--- config.mk ---
export PLATFORM = sky130hd
export DESIGN_NAME = reg_file_param
export DESIGN_NICKNAME = d
export VERILOG_FILES = /design/src/rtl/reg_file_param.sv
export SDC_FILE = /design/constraint.sdc
export NUM_CORES = 1
export LEC_CHECK = 0
export CAP_MARGIN = 30
export CORE_MARGIN = 2
export CORE_UTILIZATION = 30
export CTS_BUF_LIST = sky130_fd_sc_hd__clkbuf_2 sky130_fd_sc_hd__clkbuf_4 sky130_fd_sc_hd__clkbuf_8
export DETAILED_ROUTE_END_ITERATION = 10
export GPL_TIMING_DRIVEN = 0
export SETUP_SLACK_MARGIN = 0.3
export SKIP_LAST_GASP = 1
export SYNTH_ARGS = -nofsm -noshare
export SYNTH_HDL_FRONTEND = slang
export SYNTH_SLANG_ARGS = --single-unit
--- constraint.sdc ---
create_clock -name clk -period 2.6 [get_ports clk]
set_input_delay 0.26 -clock clk [delete_from_list [all_inputs] [get_ports clk]]
set_output_delay 0.26 -clock clk [all_outputs]
set_load 0.01 [all_outputs]
--- src/rtl/reg_file_param.sv ---
// reg_file_param: parametrised register file with three combinational read ports, one write port,
// a write-protected constant register, a sticky illegal-write flag and a one-entry-per-cycle clear engine.
// Optional macro REGFILE_BYPASS_EN forwards same-cycle legal write data to matching read ports.
module reg_file_param #(
  parameter int                 DATA_W     = 32,
  parameter int                 ADDR_W     = 4,
  parameter int                 DEPTH      = 16,
  parameter int                 PROT_ADDR  = DEPTH - 1,
  parameter logic [DATA_W-1:0]  PROT_VALUE = {DATA_W{1'b0}}
) (
  input  logic              clk,
  input  logic              rst,
  input  logic [ADDR_W-1:0] R_Addr_A,
  input  logic [ADDR_W-1:0] R_Addr_B,
  input  logic [ADDR_W-1:0] R_Addr_C,
  output logic [DATA_W-1:0] R_Data_A,
  output logic [DATA_W-1:0] R_Data_B,
  output logic [DATA_W-1:0] R_Data_C,
  input  logic [ADDR_W-1:0] W_Addr,
  input  logic [DATA_W-1:0] W_Data,
  input  logic              Write_Reg,
  input  logic              Clr_Req,
  input  logic              Err_Clr,
  output logic              Busy,
  output logic              Clr_Done,
  output logic              Error_W
);

  typedef enum logic [0:0] {
    IDLE  = 1'b0,
    CLEAR = 1'b1
  } state_e;

  localparam int                IDX_W    = (DEPTH > 1) ? $clog2(DEPTH) : 1;
  localparam logic [ADDR_W:0]   DEPTH_W  = (ADDR_W + 1)'(DEPTH);
  localparam logic [ADDR_W-1:0] PROT_A   = ADDR_W'(PROT_ADDR);
  localparam logic [ADDR_W-1:0] LAST_PTR = ADDR_W'(DEPTH - 1);

  logic [DATA_W-1:0] regs_q [DEPTH];
  logic [DATA_W-1:0] regs_d [DEPTH];
  state_e            state_q, state_d;
  logic [ADDR_W-1:0] ptr_q, ptr_d;
  logic              busy_q, busy_d;
  logic              done_q, done_d;
  logic              err_q, err_d;
  logic              wr_legal_s;
  logic              wr_illegal_s;

  function automatic logic in_range(input logic [ADDR_W-1:0] addr);
    return ({1'b0, addr} < DEPTH_W);
  endfunction

  // Upper address bits are zero whenever in_range holds, so the narrow index is exact.
  function automatic logic [DATA_W-1:0] read_port(input logic [ADDR_W-1:0] addr);
    logic [DATA_W-1:0] data;
    data = {DATA_W{1'b0}};
    if (in_range(addr)) begin
      data = regs_q[addr[IDX_W-1:0]];
    end else begin
      data = {DATA_W{1'b0}};
    end
`ifdef REGFILE_BYPASS_EN
    if (wr_legal_s && (addr == W_Addr)) begin
      data = W_Data;
    end else begin
      data = data;
    end
`endif
    return data;
  endfunction

  // Classify the write port; writes while the clear engine runs are neither legal nor illegal.
  always_comb begin
    wr_legal_s   = 1'b0;
    wr_illegal_s = 1'b0;
    if (Write_Reg && !busy_q) begin
      wr_legal_s   = in_range(W_Addr) && (W_Addr != PROT_A);
      wr_illegal_s = !in_range(W_Addr) || (W_Addr == PROT_A);
    end else begin
      wr_legal_s   = 1'b0;
      wr_illegal_s = 1'b0;
    end
  end

  // Next-state: write commit, clear-engine sweep and sticky error tracking.
  always_comb begin
    regs_d  = regs_q;
    state_d = state_q;
    ptr_d   = ptr_q;
    busy_d  = busy_q;
    done_d  = 1'b0;
    err_d   = err_q;
    case (state_q)
      IDLE: begin
        if (wr_legal_s) begin
          regs_d[W_Addr[IDX_W-1:0]] = W_Data;
        end else begin
          regs_d = regs_q;
        end
        if (Clr_Req) begin
          state_d = CLEAR;
          busy_d  = 1'b1;
          ptr_d   = {ADDR_W{1'b0}};
        end else begin
          state_d = IDLE;
          busy_d  = 1'b0;
        end
      end
      CLEAR: begin
        regs_d[ptr_q[IDX_W-1:0]] = (ptr_q == PROT_A) ? PROT_VALUE : {DATA_W{1'b0}};
        if (ptr_q == LAST_PTR) begin
          state_d = IDLE;
          busy_d  = 1'b0;
          done_d  = 1'b1;
          ptr_d   = {ADDR_W{1'b0}};
        end else begin
          ptr_d = ptr_q + ADDR_W'(1);
        end
      end
      default: begin
        state_d = IDLE;
        busy_d  = 1'b0;
        ptr_d   = {ADDR_W{1'b0}};
      end
    endcase
    // A same-cycle illegal write beats the error clear.
    if (wr_illegal_s) begin
      err_d = 1'b1;
    end else if (Err_Clr) begin
      err_d = 1'b0;
    end else begin
      err_d = err_q;
    end
  end

  // State registers with synchronous reset to power-on contents.
  always_ff @(posedge clk) begin
    if (rst) begin
      for (int i = 0; i < DEPTH; i++) begin
        regs_q[i] <= (i == PROT_ADDR) ? PROT_VALUE : {DATA_W{1'b0}};
      end
      state_q <= IDLE;
      ptr_q   <= {ADDR_W{1'b0}};
      busy_q  <= 1'b0;
      done_q  <= 1'b0;
      err_q   <= 1'b0;
    end else begin
      regs_q  <= regs_d;
      state_q <= state_d;
      ptr_q   <= ptr_d;
      busy_q  <= busy_d;
      done_q  <= done_d;
      err_q   <= err_d;
    end
  end

  // Combinational read ports.
  always_comb begin
    R_Data_A = read_port(R_Addr_A);
    R_Data_B = read_port(R_Addr_B);
    R_Data_C = read_port(R_Addr_C);
  end

  assign Busy     = busy_q;
  assign Clr_Done = done_q;
  assign Error_W  = err_q;

endmodule

After elaboration in Yosys (flattened, before gate mapping)
Cells that the tools add are included.

cells by class
  add/subtract/negate cells = 1
  magnitude comparators = 7
  equality and inequality tests = 6
  multiplexer cells = 29
  bitwise operators = 8
  reductions and logical operators = 6

operator list
  cell                 number
  $pmux 512 s2         1
  $and 512x512->512    1
  $bwmux 512           1
  $mux 512             1
  $not 512->512        1
  $bmux 32 s4          3
  $demux 32 s4         2
  $mux 32              8
  $ge 5x5->1 const B   5
  $not 4->5            5
  $lt 5x1->1 const B   2
  $eq 4x4->1 const B   2
  $mux 1               8
  $mux 4               2
  $pmux 4 s2           1
  $add 4x1->4 const B  1
  $ne 2x2->1 const B   2
  $ne 4x4->1 const B   1
  $pmux 1 s2           2
  $logic_and 1x1->1    3
  $ne 2x1->1 const B   1
  $reduce_bool 2->1    1
  $reduce_or 2->1      1
  $logic_not 1->1      1
  $not 1->1            1

storage, ports and cells
  register bits after elaboration = 520
  input bits = 53
  output and inout port bits = 99
  word-level logic and storage cells = 78

Longest topological paths before layout
  depth after elaboration = 8
  gate-level depth with buffers = 6

Worst setup path after synthesis
OpenSTA, ideal clock, no wires.

  path type = input to output
  from = in R_Addr_A[0]
  to = out R_Data_A[20]
  arrival = 1.628 ns
  slack = 0.712 ns
  cell stages on the path = 5
  path buffers = 2
  cell sequence = buf_2 buf_2 mux4_2 a22oi_1 nand2_1

on the way
  word-level cells in the longest chain between the ends = 4

RTL lines
  element                                     RTL line  text
  start, declared                             13        input logic [ADDR_W-1:0] R_Addr_A,
  $not 4->5 (not written as such)             58        data = regs_q[addr[IDX_W-1:0]];
  $bmux 32 s4                                 58
  $mux 32 (not written as such) (2 in a row)  58
  end, declared                               16        output logic [DATA_W-1:0] R_Data_A,

Every way passes these cells. The select of a mux whose other input is x is not followed.

Worst setup path in the final report
  from = in R_Addr_C[1]
  to = out R_Data_C[29]

on the way
  word-level cells in the longest chain between the ends = 4

RTL lines
  element                                     RTL line  text
  start, declared                             15        input logic [ADDR_W-1:0] R_Addr_C,
  $not 4->5 (not written as such)             58
  $bmux 32 s4                                 58
  $mux 32 (not written as such) (2 in a row)  58
  end, declared                               18        output logic [DATA_W-1:0] R_Data_C,

Every way passes these cells. The select of a mux whose other input is x is not followed.

==> results.py <==
metrics = {
    "run_status": {
        "status": "completed",
    },
    "floorplanning": {
        "core-area_um2": 93000,
        "num_io_pins": 152,
        "placementRows": 112,
        "start_util": 0.302,
        "fp.dieW_um": 310,
        "die-area_um2": 96100,
        "die_h_um": 310,
    },
    "cts": {
        "cts_buffers": 90,
        "cts.path.max_buffers": 3,
        "insertion_delay_ns": 0.72,
        "clkSinkCount": 520,
        "h-tree-depth": 3,
        "clk_pin_slew_ns": 0.07,
        "root_buffer": "clkbuf_8",
        "tritoncts": "built",
    },
    "sta": {
        "slew-limit-headroom": 0.432,
        "fmax_mhz": 418,
        "period_share": 0.920,
        "rsz0062_at_grt": "true",
        "final.setup.tns_ns": 0,
        "whs_ns": 0.189,
        "period_minus_slack_ns": 2.39,
        "setup_viol": 0,
        "report.final.slew_viol_count": 0,
        "skew_ns": 0.0572,
        "worst_slew_pin_slew_ns": 0.852,
        "hold_viol": 0,
    },
    "global_routing": {
        "use_met1": 0.301,
        "use_met3": 0.0926,
        "grt_usage": 0.243,
        "grt_pass1_vias": 23500,
        "antenna_found_initial": 7,
        "grt_pass1_wl_mm": 168,
        "grt_overflow": 0,
        "grt-busiest-layer": "met2",
        "use_met2": 0.367,
        "grt_max_degree": 14,
    },
    "drt": {
        "drt-pass1-iter-count": 6,
        "wl_mm": 118,
        "avgViaCountPerCell": 6.31,
        "ant_nets": 0,
        "wl_per_cell_um": 30.8,
        "drc": 0,
        "drt_iter0_markers": 3368,
        "vias": 24200,
    },
    "setup_path": {
        "worstPathArrival_ns": 2.13,
        "crit_path_start_kind": "primary input",
        "cp-end-kind": "primary output",
        "rr_worst_depth": 6,
        "critPathRequiredTime_ns": 2.34,
        "rrSetupSlack_ns": 0.29,
        "timing.rr.end": "regs_q[445]$_SDFFE_PP0P_",
        "crit_path_end": "R_Data_C[29]",
        "r2r-start": "state_q$_SDFF_PP0_",
        "crit_path_max_fanout": 10,
        "critPathLaunch": "R_Addr_C[1]",
        "criticalPathCategory": "in2out",
    },
    "yosys": {
        "netlist_instances": 2261,
        "synth-seq-cells": 520,
        "yosys_most_used_dff": "dfxtp_1",
        "synth_edf_count": 0,
        "synth_top_area_cell": "dfxtp_1",
        "syn_area_um2": 28100,
        "synth_top_area_share": 0.371,
        "synthArstFlopShare": 0,
        "ys_top_cells_by_count": "520 x dfxtp_1, 384 x mux4_2, 341 x a22o_1",
        "yosys_warnings": 0,
        "yosys-top-cells-area": "dfxtp_1 37%, mux4_2 31%, a22o_1 11%",
        "seq_area_frac_synth": 0.371,
        "yosysUniqueCellTypes": 40,
        "syn_nets": 2319,
        "yosys.cell_count.top_type": "dfxtp_1",
        "syn_area_per_cell_um2": 12.4,
    },
    "final_layout": {
        "drive_gt1_frac": 0.460,
        "syn2layout_area_growth_pct": 23.5,
        "finalNonFillerCells": 3838,
        "final_util": 0.373,
        "nets": 2571,
    },
    "place": {
        "io_buffers": 145,
        "dpl.cell_count": 3665,
        "hpwl_mm": 81.8,
        "place_congestion": 0.917,
    },
    "flow_run": {
        "drv_cap": 0,
    },
    "hold_path": {
        "hold_path_depth": 4,
        "hp-class": "in2reg",
    },
    "pwr": {
        "p_leak_nw": 12.4,
        "internal_power_w": 0.0133,
        "netSwitchingPower_w": 0.00544,
        "clockPowerShare": 0.439,
        "pwr-share-comb": 0.125,
        "p_sw_frac": 0.291,
        "seq_power_share": 0.436,
        "ir_drop_mv": 0.340,
        "power.density_nw_per_um2": 539,
    },
}
[worst max-delay path: stages]
cell      delay, ns
buf_4          0.26
clkbuf_4       0.34
buf_4          0.31
mux4_2         0.36
a22oi_2        0.31
nand2_2        0.14
buf_6          0.15
[worst min-delay path by stage]
stage / start / endpoint
6_report: Err_Clr / Error_W$_SDFFE_PP0P_
5_1_grt: Err_Clr / Error_W$_SDFFE_PP0P_
4_1_cts: Err_Clr / Error_W$_SDFFE_PP0P_
3_5_place_dp: regs_q[443]$_SDFFE_PP0P_ / regs_q[443]$_SDFFE_PP0P_
3_3_place_gp: regs_q[440]$_SDFFE_PP0P_ / regs_q[440]$_SDFFE_PP0P_
2_1_floorplan: W_Data[31] / regs_q[63]$_SDFFE_PP0P_
[final cells by class]
cell class	instances	area [um2]
fill	9021	58400
sequential	520	10500
antenna	3	7.51
clock inverter	32	279
multi-input combinational	1354	17100
timing repair buffer	160	1400
clock buffer	128	1640
buffer	286	1800
tap	1254	1570
inverter	101	379
[sequential cells by signal (all words and copies together) (netlist names)]
signal,cells
Clr_Done,1
ptr_q,4
regs_q,512
Busy,1
Error_W,1
state_q,1
[cells in the final DEF (no fill, tap or decap), types with 6 or more instances in the layout]
cell type,count
a211oi_4,7
a22o_1,341
a22oi_1,46
a22oi_2,146
a32o_1,11
and2_1,68
and4b_1,6
buf_2,120
buf_4,70
buf_6,49
clkbuf_1,50
clkbuf_2,50
clkbuf_4,55
clkbuf_8,128
clkdlybuf4s50_1,43
clkinv_2,22
dfxtp_1,455
dfxtp_2,65
inv_1,101
mux4_2,384
nand2_1,73
nand2_2,56
nor2_1,9
nor2b_1,14
o2bb2ai_1,31
o32ai_1,96
[power groups by stage]
| stage | Combinational, W | Sequential [W] | Clock [W] |
|---|---|---|---|
| floorplan | 0.00119 | 0.00830 | 0 |
| global placement | 0.00206 | 0.00832 | 0 |
| detailed placement | 0.00207 | 0.00833 | 0 |
| CTS | 0.00220 | 0.00815 | 0.00822 |
| global route | 0.00237 | 0.00817 | 0.00858 |
| finish | 0.00234 | 0.00816 | 0.00820 |
[routing by layer]
layer  up-vias  share of wire
met2      1872           0.44
met1     12100           0.37
met3       426           0.14
li1       9773              -
met4        12          0.056
met5         -         0.0011
[through the flow]
stage,power (W),cell area (um2),worst slack [ns]
final,0.0187,34700,0.208
after global routing,0.0191,34700,0.178
after CTS,0.0186,34200,0.0631
after detailed placement,0.0104,31100,-0.929
after global placement,0.0104,31100,-0.914
after floorplan,0.00949,28100,0.712
[what timing repair did]
action	CTS	global route
resized for setup	841	171
hold buffers	0	0
buffers inserted	3	6
endpoints found under the setup margin	510	502
pin swaps	191	40
[kinds of logic after synthesis]
logic type / after synthesis / synth area share
AOI/OAI and AO/OA: 714 / 0.216
adders and majority gates: 5 / 0.00223
buffers and inverters: 387 / 0.0582
DFF: 520 / 0.371
muxes: 385 / 0.308
and+or+nand+nor: 250 / 0.0446
No activity file was read; power rests on OpenSTA's default activity.
